**src/rtl/accum_pkg.sv**
```systemverilog
// accum_pkg: opcode and FSM state encodings shared by the accumulator.
package accum_pkg;
  localparam logic [1:0] OP_ADD  = 2'b00;
  localparam logic [1:0] OP_SUB  = 2'b01;
  localparam logic [1:0] OP_LOAD = 2'b10;
  localparam logic [1:0] OP_CLR  = 2'b11;
  typedef enum logic [1:0] {S_IDLE = 2'b00, S_EXEC = 2'b01, S_DONE = 2'b10} state_t;
endpackage

```
**src/rtl/addsub_n.sv**
```systemverilog
// addsub_n: combinational N-bit adder/subtractor with carry (no-borrow) and signed overflow.
module addsub_n #(parameter int N = 4) (
  input  logic [N-1:0] A,
  input  logic [N-1:0] B,
  input  logic         Sub,
  output logic [N-1:0] S,
  output logic         Cout,
  output logic         Ovf
);
  logic [N-1:0] bop;
  always_comb begin
    bop = Sub ? ~B : B;
    {Cout, S} = {1'b0, A} + {1'b0, bop} + {{N{1'b0}}, Sub};
    Ovf = (A[N-1] == bop[N-1]) & (S[N-1] != A[N-1]);
  end
endmodule

```
**src/rtl/accum_n.sv**
```systemverilog
// accum_n: start-triggered add/sub/load/clear accumulator with overflow flags and optional saturation.
module accum_n import accum_pkg::*; #(parameter int N = 4) (
  input  logic         Clock,
  input  logic         Reset,
  input  logic         Start,
  input  logic [1:0]   Op,
  input  logic         Sat,
  input  logic [N-1:0] B,
  output logic [N-1:0] Acc,
  output logic         Cout,
  output logic         Ovf,
  output logic         OvfSticky,
  output logic         Busy,
  output logic         Done
);
  state_t       state_q, state_d;
  logic         start_q;
  logic [1:0]   op_q, op_d;
  logic         sat_q, sat_d;
  logic [N-1:0] b_q, b_d;
  logic [N-1:0] acc_q, acc_d;
  logic         cout_q, cout_d, ovf_q, ovf_d, sticky_q, sticky_d;
  logic [N-1:0] as_s;
  logic         as_cout, as_ovf, rise;
  addsub_n #(.N(N)) u_addsub (
    .A(acc_q), .B(b_q), .Sub(op_q == OP_SUB), .S(as_s), .Cout(as_cout), .Ovf(as_ovf)
  );
  assign rise = Start & ~start_q;
  always_comb begin
    state_d  = state_q;
    op_d     = op_q;
    sat_d    = sat_q;
    b_d      = b_q;
    acc_d    = acc_q;
    cout_d   = cout_q;
    ovf_d    = ovf_q;
    sticky_d = sticky_q;
    if (state_q == S_IDLE && rise) begin
      state_d = S_EXEC;
      op_d    = Op;
      sat_d   = Sat;
      b_d     = B;
    end else if (state_q == S_EXEC) begin
      state_d = S_DONE;
      if (op_q == OP_LOAD) begin
        acc_d  = b_q;
        cout_d = 1'b0;
        ovf_d  = 1'b0;
      end else if (op_q == OP_CLR) begin
        acc_d    = '0;
        cout_d   = 1'b0;
        ovf_d    = 1'b0;
        sticky_d = 1'b0;
      end else begin
        // saturate toward the sign of the old accumulator; flags keep the raw result
        acc_d    = (sat_q && as_ovf) ? (acc_q[N-1] ? {1'b1, {(N-1){1'b0}}} : {1'b0, {(N-1){1'b1}}}) : as_s;
        cout_d   = as_cout;
        ovf_d    = as_ovf;
        sticky_d = sticky_q | as_ovf;
      end
    end else if (state_q == S_DONE) begin
      state_d = S_IDLE;
    end
  end
  always_ff @(posedge Clock) begin
    if (Reset) begin
      state_q  <= S_IDLE;
      start_q  <= 1'b0;
      op_q     <= '0;
      sat_q    <= 1'b0;
      b_q      <= '0;
      acc_q    <= '0;
      cout_q   <= 1'b0;
      ovf_q    <= 1'b0;
      sticky_q <= 1'b0;
    end else begin
      state_q  <= state_d;
      start_q  <= Start;
      op_q     <= op_d;
      sat_q    <= sat_d;
      b_q      <= b_d;
      acc_q    <= acc_d;
      cout_q   <= cout_d;
      ovf_q    <= ovf_d;
      sticky_q <= sticky_d;
    end
  end
  assign Acc       = acc_q;
  assign Cout      = cout_q;
  assign Ovf       = ovf_q;
  assign OvfSticky = sticky_q;
  assign Busy      = state_q == S_EXEC;
  assign Done      = state_q == S_DONE;
endmodule

```
**config.mk**
```make
export PLATFORM = sky130hd
export DESIGN_NAME = accum_n
export DESIGN_NICKNAME = d
export VERILOG_FILES = /design/src/rtl/accum_pkg.sv /design/src/rtl/addsub_n.sv /design/src/rtl/accum_n.sv
export SDC_FILE = /design/constraint.sdc
export NUM_CORES = 1
export LEC_CHECK = 0
export ABC_CLOCK_PERIOD_IN_PS = 2530
export CAP_MARGIN = 25
export CORE_ASPECT_RATIO = 0.9
export CORE_MARGIN = 1
export CORE_UTILIZATION = 58
export DETAILED_ROUTE_END_ITERATION = 8
export DONT_BUFFER_PORTS = 1
export HOLD_SLACK_MARGIN = 0.03
export PLACE_DENSITY = 0.84
export SLEW_MARGIN = 0
export SYNTH_ARGS = -nofsm -noshare
export SYNTH_HDL_FRONTEND = slang
export SYNTH_SLANG_ARGS = --single-unit
export TNS_END_PERCENT = 5
```
**constraint.sdc**
```tcl
create_clock -name Clock -period 2.53 [get_ports Clock]
set_input_delay 0.759 -clock Clock [delete_from_list [all_inputs] [get_ports Clock]]
set_output_delay 0.759 -clock Clock [all_outputs]
set_load 0.01 [all_outputs]
```
==> impl_metrics.yaml <==
run_status:
  outcome: "completed"
routing:
  drtIter0Drc: 35
  totalWireLength_mm: 2.24
  firstDrtPassIters: 4
  remaining_drc_errors: 0
  wire_per_inst_um: 14.6
  vias: 924
  routed_via_density: 6.04
  antenna_left: 0
power:
  seq_power_share_pct: 51.4
  combPwrFrac_pct: 24.0
  power.switching_mw: 0.202
  totalPowerFinal_mw: 0.609
  switching_share_pct: 33.1
  power_density_nw_per_um2: 559
  p_int_mw: 0.407
  p_leak_nw: 0.365
  p_clk_share_pct: 24.7
  peakVddDrop_uv: 323
synthesis:
  ys_types: 33
  ys_ff_latch: 17
  synth_area_leader_cell: "dfxtp_1"
  synth_top_area_share_pct: 32.7
  syn_nets: 146
  syn_inst: 129
  ys_warn_count: 0
  syn_area_sq_um: 1040
  synth_area_leaders: "dfxtp_1, ha_1, nand2_1"
  syn_area_per_cell_sq_um: 8.07
  seq_area_frac_synth_pct: 32.7
clocking:
  cts_inserted_buffers: 3
  postCtsHoldBufs: 0
  clk_latency_ns: 0.30
  ctsResizeCount: 0
  htree_levels: 1
  cts_tree: "built"
  clock_tree.root_cell: "clkbuf_4"
  clock_path_buffers: 2
  path_clk_slew_ns: 0.10
  cts.sinks: 17
  post_cts_buffers: 0
placed_design:
  dp_hpwl_mm: 1.67
  dpl.cell_count: 149
  port_buffers: 0
  pre_cts_ws_ns: 0.304
  globalplace.congestion: 0.777
worst_setup_path:
  critPathCaptureType: "register"
  crit_top_cell: "nand2_1"
  crit_fanout: 9
  crit_chain: "inv_1 > nand2_1 > xnor2_1 > ha_1 > nor4b_1 > nand2_1 > mux2_1 > o21ai_1"
  crit_required_ns: 2.77
  critPathKind: "register to register"
  path_buf_inv: 1
  cpMaxStageDelayCell: "dfxtp_1"
  max_stage_delay_ns: 0.49
  start_kind: "register"
  path_delay_family: "simple AND/OR/NAND/NOR gates"
  worstPathArrival_ns: 2.54
timing:
  finalCriticalPeriod_ns: 2.30
  setup_ws_ns: 0.235
  slew_viol_final: 0
  final-hold-violation-count: 0
  fin_worst_skew_ns: 0.00929
  relSlewSlack_pct: 64.0
  grt_setup_unrepaired: "no"
  timing.final.crit_share_pct: 90.7
  worst_pin_slew_ns: 0.538
  fin_setup_tns_ns: 0
  finalSetupViolCount: 0
  timing.fmax_mhz: 436
final_layout:
  drive_above_1_share_pct: 6.20
  final_cell_mix: "nand2_1, dfxtp_1, a21oi_1, nor2_1"
  final_common_cell: "nand2_1"
  final_cells: 153
  area_delta_synth_final_pct: 4.69
  fillers: 151
  nNetsFinal: 147
  antenna_cells: 0
  multi_input_area_sq_um: 656
  seqCellArea_sq_um: 340
global_route:
  grt_pass1_vias: 809
  grt_pass1_wl_mm: 3.48
  grt_overflow: 0
  grt_max_degree: 19
  antenna_found_initial: 0
  track_usage_pct: 25.3
floorplanning:
  core_sq_um: 1680
  die_y_um: 42.2
  dieArea_sq_um: 1970
  die_width_um: 46.7
  pin_count: 19
  placementRows: 14
  initial_core_util_pct: 61.9
flow_run:
  maxCapViolations: 0
min_path:
  hold_path.class: "register to register"
[worst paths after layout]
kind	slack [ns]	cells after the start	startpoint	end
max	0.23	8	op_q[1]	OvfSticky
min	0.50	2	b_q[3]	b_q[3]
max reg2reg	0.23	8	op_q[1]	OvfSticky
min reg2reg	0.50	2	b_q[3]	b_q[3]
[through the flow]
step                instance area (sq um)  utilization, %  hold slack, ns
global placement                     1060            63.2           0.472
floorplan                            1040               -           0.462
global route                         1090            64.8           0.498
finish                               1090            64.8           0.503
detailed placement                   1060            63.2           0.484
CTS                                  1090            64.8           0.503
[logic make-up after synthesis]
kind of cell,synth area share [%]
XOR/XNOR,4.21
buffers and inverters,4.33
AO/OA/AOI/OAI,18.6
multiplexers,3.00
adder cells (fa/ha/maj),9.13
AND/OR/NAND/NOR,28.0
flip-flops,32.7
[routing by layer]
layer,up-vias,global-route usage [%],wire (um)
li1,454,-,-
met1,420,33.6,943
met2,44,38.9,1060
met3,6,7.76,192
met4,0,7.43,40
met5,-,0,0
[cells in the mapped netlist (all sizes together)]
| library cell | instances |
|---|---|
| o21ai | 4 |
| nand4b | 1 |
| a21boi | 1 |
| a311oi | 3 |
| nor2 | 9 |
| mux2i | 2 |
| o211ai | 2 |
| nand2b | 6 |
| ha | 6 |
| a211oi | 3 |
| dfxtp | 17 |
| o21a | 2 |
| inv | 6 |
| nand3 | 3 |
| a31oi | 1 |
| xor2 | 2 |
| nand3b | 5 |
| a21oi | 12 |
| clkbuf | 6 |
| xnor2 | 3 |
| fa | 1 |
| mux2 | 1 |
| or3b | 2 |
| nand2 | 20 |
| a32oi | 1 |
| nor4b | 1 |
| nor3 | 3 |
| nand4 | 2 |
| nor2b | 4 |
[power groups by stage]
| stage | clock network, mW | registers (mW) | logic (mW) |
|---|---|---|---|
| finish | 0.150 | 0.313 | 0.146 |
| global route | 0.161 | 0.316 | 0.165 |
| detailed placement | 0 | 0.318 | 0.144 |
| CTS | 0.154 | 0.312 | 0.145 |
| floorplan | 0 | 0.308 | 0.127 |
| global placement | 0 | 0.317 | 0.136 |
[state kept, by name, summed over array words and instances, names as in the netlist]
name / count
Ovf: 1
sat_q: 1
op_q: 2
start_q: 1
state_q: 2
Acc: 4
Cout: 1
b_q: 4
OvfSticky: 1
[worst reg2reg max path: stages (launching register included)]
cell,delay (ns)
dfxtp_1,0.49
inv_1,0.09
nand2_1,0.16
xnor2_1,0.15
ha_1,0.32
nor4b_1,0.46
nand2_1,0.10
mux2_1,0.34
o21ai_1,0.13
[final cells by class]
| class | count | area share [%] |
|---|---|---|
| repair buffers | 2 | 1.38 |
| clock buffers | 4 | 2.41 |
| multi-input cells | 100 | 60.2 |
| inverters | 6 | 2.07 |
| flip-flops and latches | 17 | 31.2 |
| well taps | 24 | 2.76 |
No activity file was read; power rests on OpenSTA's default activity.
